[src/rtl/cdm_pkg.sv]
// Shared constants and helpers for the cdm_mul_pipe carry-disregard multiplier.
// Optional build macro used by the top: CDM_EXACT_BYPASS_EN.
package cdm_pkg;

    localparam int CDM_WIDTH = 16;
    localparam int CDM_H     = CDM_WIDTH / 2;
    localparam int CDM_MAX_H = 16;

    function automatic logic [63:0] cdm_low_mask(input int cols);
        if (cols <= 0) begin
            return '0;
        end
        if (cols >= 64) begin
            return '1;
        end
        return (64'd1 << cols) - 64'd1;
    endfunction

    localparam logic [63:0] CDM_SEG_MASK = cdm_low_mask(CDM_H);

    // One carry-free column: OR of every partial product a[i]&b[j-i] of weight 2^j.
    function automatic logic cdm_col_or(input logic [CDM_MAX_H-1:0] a,
                                        input logic [CDM_MAX_H-1:0] b,
                                        input int                   j);
        logic [2*CDM_MAX_H-1:0] row;
        logic                   r;
        r = 1'b0;
        for (int i = 0; i < CDM_MAX_H; i++) begin
            row = {{CDM_MAX_H{1'b0}}, b} << i;
            r = r | ((((a >> i) & CDM_MAX_H'(1)) != '0) &&
                     (((row >> j) & (2*CDM_MAX_H)'(1)) != '0));
        end
        return r;
    endfunction

endpackage

[src/rtl/cdm_lolo_mul.sv]
// Combinational approximate H x H multiplier: low APPROX_COLS columns are carry-free ORs,
// the remaining columns are the exact sum of partial products of that weight and above.
module cdm_lolo_mul
    import cdm_pkg::*;
#(
    parameter int H           = 8,
    parameter int APPROX_COLS = 8
) (
    input  logic [H-1:0]   a,
    input  logic [H-1:0]   b,
    output logic [2*H-1:0] p
);

    localparam int P = 2 * H;
    localparam logic [P-1:0] HI_MASK = ~P'(cdm_low_mask(APPROX_COLS));

    logic [P-1:0] high_sum;
    logic [P-1:0] low_or;

    // Masking each shifted row drops only the partial products that fall in approximate columns.
    always_comb begin
        high_sum = '0;
        for (int i = 0; i < H; i++) begin
            if (((a >> i) & H'(1)) != '0) begin
                high_sum = high_sum + ((P'(b) << i) & HI_MASK);
            end
        end
    end

    for (genvar j = 0; j < P; j++) begin : g_col
        if (j < APPROX_COLS) begin : g_or
            assign low_or[j] = cdm_col_or(CDM_MAX_H'(a), CDM_MAX_H'(b), j);
        end else begin : g_zero
            assign low_or[j] = 1'b0;
        end
    end

    assign p = high_sum | low_or;

endmodule

[src/rtl/cdm_mul_pipe.sv]
// Three-stage carry-disregard approximate multiplier with valid/ready on both sides.
// Defining CDM_EXACT_BYPASS_EN adds a per-beat in_exact input that selects an exact product.
module cdm_mul_pipe
    import cdm_pkg::*;
#(
    parameter int WIDTH       = CDM_WIDTH,
    parameter int APPROX_COLS = 8,
    parameter int TAG_W       = 4
) (
    input  logic                 clk,
    input  logic                 rst,
    input  logic                 in_valid,
    output logic                 in_ready,
    input  logic [WIDTH-1:0]     in_a,
    input  logic [WIDTH-1:0]     in_b,
    input  logic [TAG_W-1:0]     in_tag,
`ifdef CDM_EXACT_BYPASS_EN
    input  logic                 in_exact,
`endif
    output logic                 out_valid,
    input  logic                 out_ready,
    output logic [2*WIDTH-1:0]   out_r,
    output logic [TAG_W-1:0]     out_tag,
    output logic [15:0]          op_cnt
);

    localparam int H  = WIDTH / 2;
    localparam int P  = 2 * H;
    localparam int SW = H + 2;

    typedef struct packed {
        logic             valid;
`ifdef CDM_EXACT_BYPASS_EN
        logic             exact;
`endif
        logic [TAG_W-1:0] tag;
        logic [P-1:0]     ll;
        logic [P-1:0]     hl;
        logic [P-1:0]     lh;
        logic [P-1:0]     hh;
    } s1_t;

    typedef struct packed {
        logic             valid;
        logic [TAG_W-1:0] tag;
        logic [H-1:0]     hh_hi;
        logic [H-1:0]     seg2;
        logic [H-1:0]     seg1;
        logic [H-1:0]     ll_lo;
    } s2_t;

    s1_t s1_d, s1_q;
    s2_t s2_d, s2_q;

    logic         en;
    logic [H-1:0] a_lo, a_hi, b_lo, b_hi;
    logic [P-1:0] ll_approx;
    logic [SW-1:0] sum1, sum2;
    logic [1:0]   c1, c2;
    logic         exact_mode;

    assign en       = !(out_valid && !out_ready);
    assign in_ready = en;

    assign a_lo = in_a[H-1:0];
    assign a_hi = in_a[WIDTH-1:H];
    assign b_lo = in_b[H-1:0];
    assign b_hi = in_b[WIDTH-1:H];

    cdm_lolo_mul #(
        .H           (H),
        .APPROX_COLS (APPROX_COLS)
    ) u_lolo (
        .a (a_lo),
        .b (b_lo),
        .p (ll_approx)
    );

    always_comb begin
        s1_d       = '0;
        s1_d.valid = in_valid;
        s1_d.tag   = in_tag;
        s1_d.ll    = ll_approx;
`ifdef CDM_EXACT_BYPASS_EN
        s1_d.exact = in_exact;
        if (in_exact) begin
            s1_d.ll = P'(a_lo) * P'(b_lo);
        end
`endif
        s1_d.hl    = P'(a_hi) * P'(b_lo);
        s1_d.lh    = P'(a_lo) * P'(b_hi);
        s1_d.hh    = P'(a_hi) * P'(b_hi);
    end

`ifdef CDM_EXACT_BYPASS_EN
    assign exact_mode = s1_q.exact;
`else
    assign exact_mode = 1'b0;
`endif

    // Segment carries only ripple upward for exact beats; approximate beats wrap each segment.
    always_comb begin
        sum1 = SW'(s1_q.ll[P-1:H]) + SW'(s1_q.hl[H-1:0]) + SW'(s1_q.lh[H-1:0]);
        c1   = exact_mode ? sum1[SW-1:H] : 2'b00;
        sum2 = SW'(s1_q.hl[P-1:H]) + SW'(s1_q.lh[P-1:H]) + SW'(s1_q.hh[H-1:0]) + SW'(c1);
        c2   = exact_mode ? sum2[SW-1:H] : 2'b00;

        s2_d       = '0;
        s2_d.valid = s1_q.valid;
        s2_d.tag   = s1_q.tag;
        s2_d.ll_lo = s1_q.ll[H-1:0];
        s2_d.seg1  = sum1[H-1:0];
        s2_d.seg2  = sum2[H-1:0];
        s2_d.hh_hi = s1_q.hh[P-1:H] + H'(c2);
    end

    always_ff @(posedge clk) begin
        if (rst) begin
            s1_q      <= '0;
            s2_q      <= '0;
            out_valid <= 1'b0;
            out_r     <= '0;
            out_tag   <= '0;
            op_cnt    <= '0;
        end else begin
            if (in_valid && in_ready) begin
                op_cnt <= op_cnt + 16'd1;
            end
            if (en) begin
                s1_q      <= s1_d;
                s2_q      <= s2_d;
                out_valid <= s2_q.valid;
                out_r     <= {s2_q.hh_hi, s2_q.seg2, s2_q.seg1, s2_q.ll_lo};
                out_tag   <= s2_q.tag;
            end
        end
    end

endmodule

[config.mk]
export PLATFORM = sky130hd
export DESIGN_NAME = cdm_mul_pipe
export DESIGN_NICKNAME = d
export VERILOG_FILES = /design/src/rtl/cdm_pkg.sv /design/src/rtl/cdm_lolo_mul.sv /design/src/rtl/cdm_mul_pipe.sv
export SDC_FILE = /design/constraint.sdc
export NUM_CORES = 1
export LEC_CHECK = 0
export ABC_AREA = 1
export CAP_MARGIN = 5
export CORE_MARGIN = 8
export CORE_UTILIZATION = 55
export CTS_BUF_LIST = sky130_fd_sc_hd__clkbuf_2
export DETAILED_ROUTE_END_ITERATION = 7
export GPL_TIMING_DRIVEN = 0
export PLACE_DENSITY = 0.77
export SLEW_MARGIN = 20
export SYNTH_ARGS = -nofsm -noshare
export SYNTH_HDL_FRONTEND = slang
export SYNTH_SLANG_ARGS = --single-unit
[constraint.sdc]
create_clock -name clk -period 7.3 [get_ports clk]
set_input_delay 1.825 -clock clk [delete_from_list [all_inputs] [get_ports clk]]
set_output_delay 1.825 -clock clk [all_outputs]
set_load 0.02 [all_outputs]
# After elaboration in Yosys (flattened, before gate mapping)
# Index checks and enable logic that the tools add are counted.
# totals
romBits	0
out_inout_bits	54
memories	0
ram_bits	0
latchBits	0
inputBits	40
regBits	159
# classes
n_eq_ne	0
shift	0
mux	7
bitwise	29
reduce_logical	40
add_sub_neg	11
div	0
mul	3
n_lt_le_gt_ge	0
# op_table
operator	count
2-to-1 mux 16 bit	6
multiplier 8 x 8 -> 16 bit	3
logical AND 1 bit	38
adder 8 bit	4
OR 1 bit	28
adder 16 x 1 -> 16 bit, second input constant	1
adder 16 x 10 -> 16 bit	1
adder 16 x 11 -> 16 bit	1
adder 16 x 12 -> 16 bit	1
adder 16 x 13 -> 16 bit	1
adder 16 x 14 -> 16 bit	1
adder 16 x 15 -> 16 bit	1
OR 16 x 8 -> 16 bit	1
2-to-1 mux 9 bit	1
logical NOT 1 bit	2

# Logic depth before layout (Yosys ltp)
# Gate-level depths: netlist of the first run.
# logic_depth
ltp_word	14
mapped_depth	39
ltp_nobuf	38

# Hierarchy
# From an unflattened synthesis of the first run, not the netlist that was laid out.
# unflattened
hier_cells	2258
area_unflattened_um2	15437.3
# modules_own_cells
mod	instances	cells_each	area_per_inst_um2
cdm_mul_pipe	1	1997	13868.3
cdm_lolo_mul	1	261	1569.0

# Least setup slack after synthesis of the first run
# Ideal clock, no wire load.
# synth_path
kind	in2reg
start	input port in_b[7]
end	register s1_q[61] (netlist name)
t_required_ns	7.230
arrival_ns	6.614
path_buffers	1
slack_ns	0.616
setup_ns	0.070
cell_stages	35
path_cell_list	buf_4 -> nand2_1 -> inv_1 -> ha_1 -> nand2_1 -> o21ai_2 -> ha_1 -> inv_1 -> fa_1 -> o21ai_2 -> inv_1 -> fa_1 -> xor2_1 -> nand2_1 -> and2_1 -> ha_1 -> xor2_1 -> nand2_1 -> nand2_1 -> ha_1 -> a21oi_1 -> nand2_1 -> xnor2_1 -> nand2_1 -> and2_1 -> ha_1 -> nand2_1 -> inv_1 -> nand4_1 -> nand3_1 -> nand2_1 -> nand2_1 -> o21ai_0 -> inv_1 -> a21oi_1
# synth_between
elab_chain_cells	14
# synth_rtl
element	line	source
start, declared	cdm_mul_pipe.sv:15	input logic [WIDTH-1:0] in_b,
2-to-1 mux 9 bit	cdm_lolo_mul.sv:24	if (((a >> i) & H'(1)) != '0) begin
adder 16 x 10 -> 16 bit	cdm_lolo_mul.sv:25	high_sum = high_sum + ((P'(b) << i) & HI_MASK);
2-to-1 mux 16 bit	cdm_lolo_mul.sv:24	
adder 16 x 11 -> 16 bit	cdm_lolo_mul.sv:25	
2-to-1 mux 16 bit	cdm_lolo_mul.sv:24	
adder 16 x 12 -> 16 bit	cdm_lolo_mul.sv:25	
2-to-1 mux 16 bit	cdm_lolo_mul.sv:24	
adder 16 x 13 -> 16 bit	cdm_lolo_mul.sv:25	
2-to-1 mux 16 bit	cdm_lolo_mul.sv:24	
adder 16 x 14 -> 16 bit	cdm_lolo_mul.sv:25	
2-to-1 mux 16 bit (*)	cdm_lolo_mul.sv:24	
adder 16 x 15 -> 16 bit	cdm_lolo_mul.sv:25	
2-to-1 mux 16 bit (*)	cdm_lolo_mul.sv:24	
OR 16 x 8 -> 16 bit (*)	cdm_lolo_mul.sv:38	assign p = high_sum | low_or;
end signal, assigned	cdm_mul_pipe.sv:119	s1_q <= '0;
end signal, assigned	cdm_mul_pipe.sv:130	s1_q <= s1_d;
end, declared	cdm_mul_pipe.sv:52	s1_t s1_d, s1_q;
# Every way passes the cells marked *; elsewhere a longest branch is shown, timed or not.
# A chain may end at the register's enable or synchronous reset.

# Worst setup path in the final report of the first run
# layout_path
start	input port in_b[6]
end	register s1_q[62] (netlist name)
# layout_between
elab_chain_cells	13
# layout_rtl
element	line
adder 16 x 10 -> 16 bit	cdm_lolo_mul.sv:25
2-to-1 mux 16 bit	cdm_lolo_mul.sv:24
adder 16 x 11 -> 16 bit	cdm_lolo_mul.sv:25
2-to-1 mux 16 bit	cdm_lolo_mul.sv:24
adder 16 x 12 -> 16 bit	cdm_lolo_mul.sv:25
2-to-1 mux 16 bit	cdm_lolo_mul.sv:24
adder 16 x 13 -> 16 bit	cdm_lolo_mul.sv:25
2-to-1 mux 16 bit	cdm_lolo_mul.sv:24
adder 16 x 14 -> 16 bit	cdm_lolo_mul.sv:25
2-to-1 mux 16 bit	cdm_lolo_mul.sv:24
adder 16 x 15 -> 16 bit	cdm_lolo_mul.sv:25
2-to-1 mux 16 bit (*)	cdm_lolo_mul.sv:24
OR 16 x 8 -> 16 bit (*)	cdm_lolo_mul.sv:38
# Marked as above.

==> results_dict.tcl, run 1 <==
set metrics [dict create \
    die_h_um 180 \
    hold_class "flop to flop" \
    p_int_uw 2120 \
    gp_congestion 0.896 \
    dpl.hpwl_um 32500 \
    syn_area_per_cell_um2 7.28 \
    synth_top_area_frac 0.216 \
    hold_buffers 0 \
    p_per_area_nw_per_um2 255 \
    slew_violations 0 \
    skew_ns 0.0365 \
    synth_cells 2021 \
    initial_utilization 0.554 \
    peakVddDrop_mv 0.122 \
    totalWireLength_um 40300 \
    fmax_mhz 144 \
    antenna_cells 0 \
    overflow 0 \
    yosysUniqueCellTypes 47 \
    ys_warn_count 0 \
    yosysTopAreaCell "dfxtp_1" \
    grtUsageTotal 0.250 \
    first_pass_iters 5 \
    grt_max_degree 17 \
    rows 60 \
    worstSkewPairLatency_ns 0.74 \
    maxCapViolations 0 \
    io_buffers 70 \
    synth.ff_latch_count 159 \
    viasPerCell 5.42 \
    switching_power_uw 1980 \
    fin_crit_ns 6.96 \
    cts_tree "yes" \
    status "completed" \
    drcViolationCount 0 \
    finalHoldViolCount 0 \
    rsz0062_at_grt "false" \
    ctsHtreeMaxLevel 4 \
    max_stage_delay_ns 0.76 \
    cpMaxStageDelayCell "clkdlybuf4s50_1" \
    drtIter0Drc 890 \
    die_w_um 180 \
    critical_path_class "input pin to flop" \
    antenna_found_initial 0 \
    ys_top_cells_by_area "dfxtp_1 (22%), fa_1 (18%), ha_1 (13%)" \
    cts_setup_buffers 0 \
    yosysSeqAreaShare 0.216 \
    grt_pass1_wl_um 66300 \
    comb_power_share 0.598 \
    ctsResizeCount 0 \
    leakagePower_uw 0.00870 \
    area_delta_synth_final_pct 9.29 \
    cts_max_path_buffers 2 \
    worstMarginPinSlew_ns 0.740 \
    crit_path_start_kind "input pin" \
    path_clk_slew_ns 0.25 \
    io_pins 94 \
    relSlewSlack 0.507 \
    finalCritPeriodShare 0.954 \
    numCtsBuffers 17 \
    cts-root-buf "clkbuf_2" \
    critPathMaxFanout 9 \
    sw_frac_of_total 0.483 \
    clkPwrFrac 0.122 \
    nets 2428 \
    arrival_ns 7.63 \
    drive_gt1_frac 0.0415 \
    required_ns 7.97 \
    wire_per_inst_um 16.4 \
    fin_tns_setup_ns 0 \
    core_um2 26600 \
    grt_pass1_vias 13474 \
    syn-num-nets 2339 \
    syn-cell-area_um2 14700 \
    cts_sinks 159 \
    p_seq_frac 0.280 \
    cp-end-kind "flop" \
    final_antenna_net_count 0 \
    setup_viol 0 \
    via_count 13348 \
    dieArea_um2 32200 \
    post-route-util 0.605 \
]
==> critical path, delay by kind of cell <==
family / cells / cell delay, ns
xor+xnor: 3 / 0.47
compound gates: 6 / 0.99
simple gates: 11 / 1.03
fa+ha+maj: 7 / 2.36
buf+inv: 4 / 0.97
==> through the flow <==
| step | instance area (um2) | hold WS, ns | power, uW | instances | setup WS (ns) |
|---|---|---|---|---|---|
| floorplan | 14700 | 0.435 | 2900 | 2021 | 0.616 |
| global placement | 15800 | 0.451 | 3540 | 2432 | -0.633 |
| detailed placement | 15800 | 0.465 | 3590 | 2432 | -0.722 |
| CTS | 16100 | 0.480 | 4090 | 2464 | 0.0644 |
| global route | 16100 | 0.510 | 4490 | 2464 | 0.000926 |
| finish | 16100 | 0.487 | 4100 | 2464 | 0.339 |
==> path summary, 6_finish.rpt <==
| check | start | end | slack, ns | depth (start not counted) |
|---|---|---|---|---|
| max | in_b[6] | s1_q[62]$_SDFFE_PP0N_ | 0.34 | 31 |
| min reg2reg | s1_q[10]$_SDFFE_PP0N_ | s2_q[26]$_SDFFE_PP0N_ | 0.49 | 2 |
| max reg2reg | s1_q[1]$_SDFFE_PP0N_ | s2_q[23]$_SDFFE_PP0N_ | 4.76 | 12 |
| min | s1_q[10]$_SDFFE_PP0N_ | s2_q[26]$_SDFFE_PP0N_ | 0.49 | 2 |
==> registers in the layout (all words and copies together), names as in the netlist <==
signal,flops
s1_q,69
s2_q,37
out_r,32
op_cnt,16
out_tag,4
out_valid,1
==> cell usage after synthesis, drive strengths merged <==
master and instances:
a211oi 3, a21boi 1, a21o 8, a21oi 97, a221oi 3, a22o 2, a31oi 5, a41oi 2
and2 5, buf 16, clkbuf 86, clkinv 1, dfxtp 159, fa 129, ha 149, inv 397
nand2 374, nand3 92, nand3b 6, nand4 17, nor2 205, nor3 11, nor3b 4, nor4 1
o211ai 19, o21a 4, o21ai 161, o21bai 17, o22ai 1, o311ai 1, or2 13, xnor2 10
xor2 22
==> cell type report <==
cell class | count | area, um2
fill | 2475 | 10500
multi-input combinational | 1362 | 9630
sequential | 159 | 3180
inverter | 398 | 1490
timing repair buffer | 70 | 696
tap | 341 | 427
buffer | 102 | 408
clock inverter | 15 | 159
clock buffer | 17 | 85.1
==> cells by family (layout without fill, tap and decap cells) <==
logic type,after synthesis,in the layout,share of synthesized area
and+or+nand+nor,728,728,0.209
DFF,159,159,0.216
AOI/OAI and AO/OA,324,324,0.124
adders and majority gates,278,278,0.302
xor gates and xnor gates,32,32,0.0190
buffers and inverters,500,602,0.129
==> power by group through the flow <==
stage / clock network (uW) / registers, uW / logic [uW]
final: 499 / 1150 / 2460
after CTS: 498 / 1150 / 2440
after global placement: 0 / 1160 / 2380
after global routing: 539 / 1170 / 2790
after floorplan: 0 / 1160 / 1740
after detailed placement: 0 / 1160 / 2420
==> layer usage <==
metal	track usage	vias to the layer above	part of all wire
met5	0	-	0
met4	0.0844	0	0.031
met3	0.0526	85	0.077
met2	0.433	462	0.47
met1	0.305	6338	0.42
li1	-	6463	-
==> cells in the final DEF (no fill, tap or decap), drive strengths merged, types with 5 or more instances in the layout <==
cell type | netlist | layout
inv | 397 | 403
ha | 149 | 149
o21ai | 161 | 161
clkdlybuf4s50 | 0 | 69
dfxtp | 159 | 159
or2 | 13 | 13
nand3 | 92 | 92
buf | 16 | 16
nor3 | 11 | 11
fa | 129 | 129
nand4 | 17 | 17
nor2 | 205 | 205
and2 | 5 | 5
xor2 | 22 | 22
o211ai | 19 | 19
nand2 | 374 | 374
nand3b | 6 | 6
clkbuf | 86 | 104
xnor2 | 10 | 10
a21o | 8 | 8
a21oi | 97 | 97
o21bai | 17 | 17
a31oi | 5 | 5
Note: power is estimated with default switching activity, not from simulation.
==> run 2: changes to the inputs <==
--- a/config.mk
+++ b/config.mk
@@ -13,6 +13,7 @@
 export DETAILED_ROUTE_END_ITERATION = 7
 export GPL_TIMING_DRIVEN = 0
 export PLACE_DENSITY = 0.77
+export REMOVE_ABC_BUFFERS = 1
 export SLEW_MARGIN = 20
 export SYNTH_ARGS = -nofsm -noshare
 export SYNTH_HDL_FRONTEND = slang
==> run 2 against run 1 <==
Net effect: sequential power about the same; wire length is 15% lower; critical path depth is 4 higher; hold slack lost 0.026 ns; clock-buffer cell count up 1; critical path type unchanged; critical endpoint is now s1_q[61]$_SDFFE_PP0N_.
==> results_dict.tcl, run 2 (synthesis gave the netlist of run 1 again) <==
set metrics [dict create \
    cts-root-buf "clkbuf_2" \
    leakagePower_uw 0.00868 \
    via_count 12569 \
    cts_max_path_buffers 2 \
    die_h_um 180 \
    fin_crit_ns 6.82 \
    finalHoldViolCount 0 \
    core_um2 26600 \
    comb_power_share 0.582 \
    p_seq_frac 0.287 \
    worstSkewPairLatency_ns 0.76 \
    setup_viol 0 \
    overflow 0 \
    io_buffers 93 \
    regMostFlops "s1_q" \
    rsz0062_at_grt "false" \
    drcViolationCount 0 \
    critical_path_class "input pin to flop" \
    layout_common_cells "inv_1 (387), nand2_1 (367), nor2_1 (201), dfxtp_1 (159), o21ai_0 (150)" \
    dieArea_um2 32200 \
    clkPwrFrac 0.131 \
    arrival_ns 7.49 \
    path_clk_slew_ns 0.30 \
    status "completed" \
    slew_violations 0 \
    cpMaxStageDelayCell "fa_1" \
    skew_ns 0.0492 \
    first_pass_iters 7 \
    wire_per_inst_um 14.4 \
    numCtsBuffers 17 \
    relSlewSlack 0.369 \
    grt_max_degree 133 \
    finalCritPeriodShare 0.934 \
    die_w_um 180 \
    crit_path_start_kind "input pin" \
    top_regs "s1_q (69), s2_q (37), out_r (32)" \
    io_pins 94 \
    switching_power_uw 1860 \
    antenna_found_initial 2 \
    initial_utilization 0.554 \
    p_int_uw 2120 \
    critPathMaxFanout 16 \
    final_antenna_net_count 0 \
    required_ns 7.97 \
    sw_frac_of_total 0.466 \
    rows 60 \
    holdWs_ns 0.461 \
    fmax_mhz 147 \
    viasPerCell 5.26 \
    grtUsageTotal 0.220 \
    hold_class "flop to flop" \
    gp_congestion 0.893 \
    ctsHtreeMaxLevel 4 \
    dpl.hpwl_um 25600 \
    nets 2352 \
    crit_path_frequent_cell "nand2_1" \
    cts_setup_buffers 0 \
    p_per_area_nw_per_um2 249 \
    max_stage_delay_ns 0.42 \
    cts_sinks 159 \
    totalWireLength_um 34500 \
    grt_pass1_vias 12935 \
    peakVddDrop_mv 0.149 \
    drive_gt1_frac 0.0396 \
    final_common_cell "inv_1" \
    maxCapViolations 0 \
    worstMarginPinSlew_ns 0.944 \
    grt_pass1_wl_um 60300 \
    ctsResizeCount 2 \
    largest_reg_flops 69 \
    cp-end-kind "flop" \
    hold_buffers 0 \
    area_delta_synth_final_pct 8.73 \
    drtIter0Drc 581 \
    post-route-util 0.602 \
    cts_tree "yes" \
]
-- run 2: critical path, delay by kind of cell --
kind / cells / cell delay, ns
compound gates: 6 / 0.91
fa+ha+maj: 7 / 2.30
simple gates: 14 / 1.39
xor+xnor: 2 / 0.35
buf+inv: 6 / 0.70
-- run 2: cell type report --
class / instances / area [um2]
fillers: 2499 / 10600
inverters: 398 / 1500
repair buffers: 96 / 996
diodes: 2 / 5.00
flip-flops and latches: 159 / 3180
multi-input cells: 1362 / 9640
clock buffers: 18 / 90.1
clock inverters: 14 / 155
well taps: 341 / 427
-- run 2: worst paths after layout --
kind	startpoint	end	slack, ns	cells after the start
hold / removal	s2_q[30]$_SDFFE_PP0N_	out_r[30]$_SDFFE_PP0N_	0.46	2
hold reg to reg	s2_q[30]$_SDFFE_PP0N_	out_r[30]$_SDFFE_PP0N_	0.46	2
setup / recovery	in_a[1]	s1_q[61]$_SDFFE_PP0N_	0.48	35
setup reg to reg	s1_q[40]$_SDFFE_PP0N_	s2_q[23]$_SDFFE_PP0N_	4.78	14
-- run 2: power by group through the flow --
| stage | Sequential (uW) | Clock [uW] | Combinational (uW) |
|---|---|---|---|
| 2_1_floorplan | 1160 | 0 | 1700 |
| 3_3_place_gp | 1150 | 0 | 2260 |
| 3_5_place_dp | 1160 | 0 | 2310 |
| 4_1_cts | 1140 | 540 | 2330 |
| 5_1_grt | 1160 | 577 | 2710 |
| 6_report | 1140 | 522 | 2310 |
-- run 2: routing by layer --
metal / vias to the layer above / GRT usage / wire length (um)
met5: - / 0 / 0
met4: 0 / 0.0830 / 917
met3: 66 / 0.0405 / 1840
met2: 308 / 0.402 / 17400
met1: 5885 / 0.252 / 14300
li1: 6310 / - / -
-- run 2: metrics by stage --
| stage | setup WS, ns | area (um2) | std cells | total power [uW] | setup TNS [ns] |
|---|---|---|---|---|---|
| 2_1_floorplan | 0.760 | 14300 | 1919 | 2860 | 0 |
| 3_3_place_gp | -0.902 | 15700 | 2353 | 3420 | -4.91 |
| 3_5_place_dp | -0.913 | 15800 | 2356 | 3470 | -4.91 |
| 4_1_cts | 0.00424 | 16000 | 2388 | 4020 | 0 |
| 5_1_grt | 0.0193 | 16000 | 2390 | 4450 | 0 |
| 6_report | 0.479 | 16000 | 2390 | 3980 | 0 |
==> run 3: changes to the inputs <==
--- a/config.mk
+++ b/config.mk
@@ -6,7 +6,7 @@
 export NUM_CORES = 1
 export LEC_CHECK = 0
 export ABC_AREA = 1
-export CAP_MARGIN = 5
+export CAP_MARGIN = 20
 export CORE_MARGIN = 8
 export CORE_UTILIZATION = 55
 export CTS_BUF_LIST = sky130_fd_sc_hd__clkbuf_2
==> results of run 3 <==
Same layout as run 2: the final DEF is identical, and so are final timing and power.
